**config.mk**
```make
export PLATFORM = sky130hd
export DESIGN_NAME = irq_ctrl
export DESIGN_NICKNAME = d
export VERILOG_FILES = /design/src/rtl/irq_ctrl_pkg.sv /design/src/rtl/irq_ctrl_prio_enc32.sv /design/src/rtl/irq_ctrl.sv
export SDC_FILE = /design/constraint.sdc
export NUM_CORES = 1
export LEC_CHECK = 0
export ABC_AREA = 1
export BUFFER_PORTS_ARGS = -buffer_cell sky130_fd_sc_hd__buf_2
export CORE_UTILIZATION = 45
export CTS_CLUSTER_DIAMETER = 60
export DETAILED_ROUTE_END_ITERATION = 10
export GPL_ROUTABILITY_DRIVEN = 0
export PLACE_DENSITY = 0.68
export REMOVE_ABC_BUFFERS = 1
export SYNTH_ARGS = -nofsm -noshare
export SYNTH_HDL_FRONTEND = slang
export SYNTH_SLANG_ARGS = --single-unit
```
**constraint.sdc**
```tcl
create_clock -name clk -period 11.12 [get_ports clk]
set_clock_uncertainty 0.2 [all_clocks]
set_input_delay 2.224 -clock clk [delete_from_list [all_inputs] [get_ports clk]]
set_output_delay 2.224 -clock clk [all_outputs]
set_load 0.05 [all_outputs]
```
**src/rtl/irq_ctrl_pkg.sv**
```systemverilog
// Shared definitions for the interrupt controller: register map,
// ACTIVE register layout and a lane-mask helper for NIRQ < 32.
package irq_ctrl_pkg;

    // Register select values (bus_address[2:0])
    localparam logic [2:0] IRQ_PEND = 3'd0;
    localparam logic [2:0] IRQ_EN   = 3'd1;
    localparam logic [2:0] IRQ_EDGE = 3'd2;
    localparam logic [2:0] IRQ_ACT  = 3'd3;
    localparam logic [2:0] IRQ_SET  = 3'd4;
    localparam logic [2:0] IRQ_RAW  = 3'd5;

    // ACTIVE register: valid flag position, vector in [4:0]
    localparam int ACT_VALID_BIT = 31;
    localparam int IRQ_IDX_W     = 5;

    // Bits [n-1:0] set; lanes at or above n are unimplemented.
    function automatic logic [31:0] irq_lane_mask(input int n);
        logic [31:0] m;
        m = '0;
        for (int i = 0; i < 32; i++) begin
            m[i] = (i < n);
        end
        return m;
    endfunction

endpackage

```
**src/rtl/irq_ctrl_prio_enc32.sv**
```systemverilog
// prio_enc32: 32-bit lowest-index priority encoder.
// Ports: i_vec request vector; o_valid any bit set; o_idx lowest set index (0 if none).
module prio_enc32
    import irq_ctrl_pkg::*;
(
    input  logic [31:0]          i_vec,
    output logic                 o_valid,
    output logic [IRQ_IDX_W-1:0] o_idx
);

    always_comb begin
        o_idx = '0;
        // Scan downward so the lowest set index is the last one written.
        for (int i = 31; i >= 0; i--) begin
            if (i_vec[i]) begin
                o_idx = IRQ_IDX_W'(i);
            end
        end
    end

    assign o_valid = |i_vec;

endmodule

```
**src/rtl/irq_ctrl.sv**
```systemverilog
// irq_ctrl: bus-mapped interrupt controller with per-source edge/level
// pending bits, enable mask and fixed priority (bit 0 highest).
// Ports: clk, reset (async, active-high); cs/wen/addr/din/dout register bus;
//        irqs_in sources (bit0 = timer); irq request and irq_num vector out.
module irq_ctrl
    import irq_ctrl_pkg::*;
#(
    parameter int WIDTH = 32,
    parameter int NIRQ  = 32
) (
    input  logic             clk,
    input  logic             reset,
    input  logic             cs,
    input  logic             wen,
    input  logic [2:0]       addr,
    input  logic [WIDTH-1:0] din,
    output logic [WIDTH-1:0] dout,
    input  logic [31:0]      irqs_in,
    output logic             irq,
    output logic [4:0]       irq_num
);

    localparam logic [31:0] LMASK = irq_lane_mask(NIRQ);

    logic [31:0] r_pend;
    logic [31:0] r_en;
    logic [31:0] r_edge;
    logic [31:0] r_prev;

    logic [31:0] w_din;
    logic [31:0] w_irqs;
    logic        w_wr;
    logic        w_wr_pend;
    logic        w_wr_en;
    logic        w_wr_edge;
    logic        w_wr_act;
    logic        w_wr_set;
    logic [31:0] w_act;
    logic        w_valid;
    logic [4:0]  w_idx;
    logic [31:0] w_rise;
    logic [31:0] w_set;
    logic [31:0] w_ack;
    logic [31:0] w_clr;
    logic [31:0] w_pend_edge;
    logic [31:0] w_pend_nxt;
    logic [31:0] w_rdata;

    assign w_din  = din;
    assign w_irqs = irqs_in & LMASK;

    // Bus write decode
    assign w_wr      = cs & wen;
    assign w_wr_pend = w_wr && (addr == IRQ_PEND);
    assign w_wr_en   = w_wr && (addr == IRQ_EN);
    assign w_wr_edge = w_wr && (addr == IRQ_EDGE);
    assign w_wr_act  = w_wr && (addr == IRQ_ACT);
    assign w_wr_set  = w_wr && (addr == IRQ_SET);

    // Active vector and priority resolution
    assign w_act = r_pend & r_en & LMASK;

    prio_enc32 u_prio (
        .i_vec   (w_act),
        .o_valid (w_valid),
        .o_idx   (w_idx)
    );

    assign irq     = w_valid;
    assign irq_num = w_idx;

    // Pending update: set wins over clear for edge lanes;
    // level lanes simply mirror the input.
    assign w_rise = w_irqs & ~r_prev;
    assign w_set  = w_rise | (w_wr_set ? w_din : 32'd0);
    assign w_ack  = (w_wr_act && w_valid) ? (32'd1 << w_idx) : 32'd0;
    assign w_clr  = (w_wr_pend ? w_din : 32'd0) | w_ack;

    assign w_pend_edge = (r_pend & ~w_clr) | w_set;
    assign w_pend_nxt  = ((r_edge & w_pend_edge) |
                          (~r_edge & w_irqs)) & LMASK;

    always_ff @(posedge clk or posedge reset) begin
        if (reset) begin
            r_pend <= '0;
            r_en   <= '0;
            r_edge <= LMASK;
            r_prev <= '0;
        end else begin
            r_pend <= w_pend_nxt;
            r_prev <= w_irqs;
            if (w_wr_en) begin
                r_en <= w_din & LMASK;
            end
            if (w_wr_edge) begin
                r_edge <= w_din & LMASK;
            end
        end
    end

    // Combinational read mux
    always_comb begin
        w_rdata = '0;
        if (cs) begin
            case (addr)
                IRQ_PEND: w_rdata = r_pend;
                IRQ_EN:   w_rdata = r_en;
                IRQ_EDGE: w_rdata = r_edge;
                IRQ_ACT: begin
                    w_rdata[ACT_VALID_BIT] = w_valid;
                    w_rdata[4:0]           = w_idx;
                end
                IRQ_RAW:  w_rdata = w_irqs;
                default:  w_rdata = '0;
            endcase
        end
    end

    assign dout = w_rdata;

endmodule

```
==> metrics.cfg <==
[outcome]
status=complete, no violations

[clock_network]
cts_hold_buffers=0
htreeDepth=4
cts.sinks=128
clock_latency_ps=430
cts_root_buf=clkbuf_16
cts_made_buffers=17
clk_path_buf_depth=2
cts_tree=yes
path_clk_slew_ps=50
cts_resized=0
postCtsSetupBuffers=0

[die]
die_h_um=124
io_pins=109
start_util_pct=46.3
die_w_um=124
coreArea_um2=14600
die_area_um2=15500
num_rows=44

[cells_and_area]
n_fill_cell=1387
layout-drive-gt1-share_pct=20.8
layout.nets=1037
areaGrowthSynthToFinish_pct=18.8
diodes=0

[global_routing]
grt_pass1_vias=6145
grt_max_degree=80
grt_use_total_pct=26.7
grt_pass1_wl_mm=32.0
antenna_found_initial=0
overflow=0

[routing]
wl_mm=20.0
via_count=6383
drc=0
drt_iter0_drc=553
vias_per_cell=5.49
antenna_left=0
wl_per_cell_um=17.2
dr.pass1.iters=6

[sta]
timing.hold.ws_ps=299
finalWorstSetupSlack_ps=4470
hold_viol_final=0
rsz0062_at_grt=no
tightest_slew_ps=1150
timing.setup.tns_ps=0
fmax_ghz=0.150
relSlewSlack_pct=23.3
period_minus_slack_ps=6650
slew_violations=0
setup_viol=0
period_share_pct=59.8

[placement]
hpwl_mm=13.2
dp_slack_ps=4450
portBuffers=108

[pwr]
power.leakage_nw=3.95
cellPowerDensity_nw_per_um2=197
vdd_ir_drop_max_mv=0.125
power_mw=1.58

[worst_hold_path]
hold_depth=2
min_to=r_edge[22]
hold_start=r_edge[22]
hold_path.class=flip-flop to flip-flop

[yosys]
netlist_instances=865
syn_area_per_cell_um2=7.80
synth.ff_latch_count=128
syn_area_um2=6750
ys_warn_count=0
yosysUniqueCellTypes=30
synth.yosys.seq_area_share_pct=48.0
yosys-top-cells-area=dfrtp_1 (36%), dfstp_2 (12%), nand2_1 (10%)
netlist.area_leader.share_pct=35.6
synth_area_leader_cell=dfrtp_1

[flow_run]
cap_violations=0

[critical_path]
r2r_end=r_pend[28]
required_ps=8700
end_kind=output pin
crit_type=input pin to output pin
cp_data_arrival_time_ps=4230
crit_fanout=18
ff2ff_path_depth=12
r2r_start=r_pend[0]
start_kind=input pin
ff2ff_setup_slack_ps=7890

[flip-flops by register name, indices dropped and copies added (netlist names)]
register / cells
r_prev: 32
r_edge: 32
r_en: 32
r_pend: 32
[cell usage after synthesis]
master    number
o221ai_1       1
a21oi_1       36
nand3_4        2
nand2_4        1
o21bai_1       9
nor2_2         3
a22oi_1        1
o31ai_1        1
buf_2          4
nor3_1         1
a21boi_0      24
nand2_1      188
nand2_2        3
a31oi_1        2
a41oi_1        1
dfstp_2       32
nand3_1       26
o22ai_1       54
o21ai_1        2
nand4_1        6
inv_1        107
clkbuf_1      29
o21ai_0       74
o221a_2        4
a221oi_1      31
dfrtp_1       96
inv_2          5
nor2_4         4
buf_1          2
nor2_1       116
[power breakdown]
group / switching, mW / internal [mW]
clock: 0.201 / 0.319
sequential: 0.0579 / 0.559
combinational: 0.303 / 0.137
total: 0.561 / 1.02
[metrics by stage]
stage | util (%) | cell area (µm²) | std cells
global placement | 51.2 | 7460 | 1131
finish | 55.0 | 8020 | 1163
floorplan | - | 6610 | 830
detailed placement | 51.2 | 7460 | 1131
CTS | 55.0 | 8020 | 1163
global route | 55.0 | 8020 | 1163
[layout make-up]
class	instances	area, µm²	share of cell area, %
Clock buffer	27	523	6.52
Clock inverter	5	30.0	0.375
Inverter	112	423	5.27
Multi-Input combinational cell	590	2960	36.9
Sequential cell	128	3240	40.4
Tap cell	184	230	2.87
Timing Repair Buffer	117	608	7.58
[cells in the final DEF (no fill, tap or decap), types with 9 or more instances in the layout]
master	netlist	routed
nor2_1	116	114
o21ai_0	74	74
inv_1	107	106
o22ai_1	54	54
buf_4	0	9
a221oi_1	31	31
a21oi_1	36	36
clkbuf_16	0	17
nand2_1	188	186
o21bai_1	9	9
nand3_1	26	26
dfstp_2	32	32
dfrtp_1	96	96
a21boi_0	24	24
buf_2	4	108
[critical path, cell delays in order]
cell and delay, ps:
buf_2 90, inv_1 50, nor2_1 90, inv_1 70
nor2_1 290, inv_1 360, buf_4 330, o21ai_1 140
a221oi_1 60, a21oi_1 210, buf_2 300
[per-layer routing]
layer,part of all wire [%],global-route usage (%),wire [µm],vias to the layer above
li1,-,-,-,3094
met1,44,35.6,8830,3009
met2,47,42.3,9410,240
met3,6.7,5.93,1350,40
met4,2.1,10.4,420,0
met5,0,0,0,-
[worst max path at each step]
stage	from	to	slack (ps)	cells past startpoint
finish	addr[0]	dout[1]	4470	11
global route	addr[0]	dout[31]	4270	11
CTS	addr[0]	dout[31]	4450	11
detailed placement	addr[0]	dout[31]	4450	11
global placement	addr[0]	dout[31]	4460	11
floorplan	addr[0]	dout[0]	4120	6
[kinds of logic after synthesis]
logic type	share of synthesized area, %
flops	48.0
compound gates	22.3
buf+inv	8.25
simple gates	21.4
Note: power is estimated with default switching activity, not from simulation.
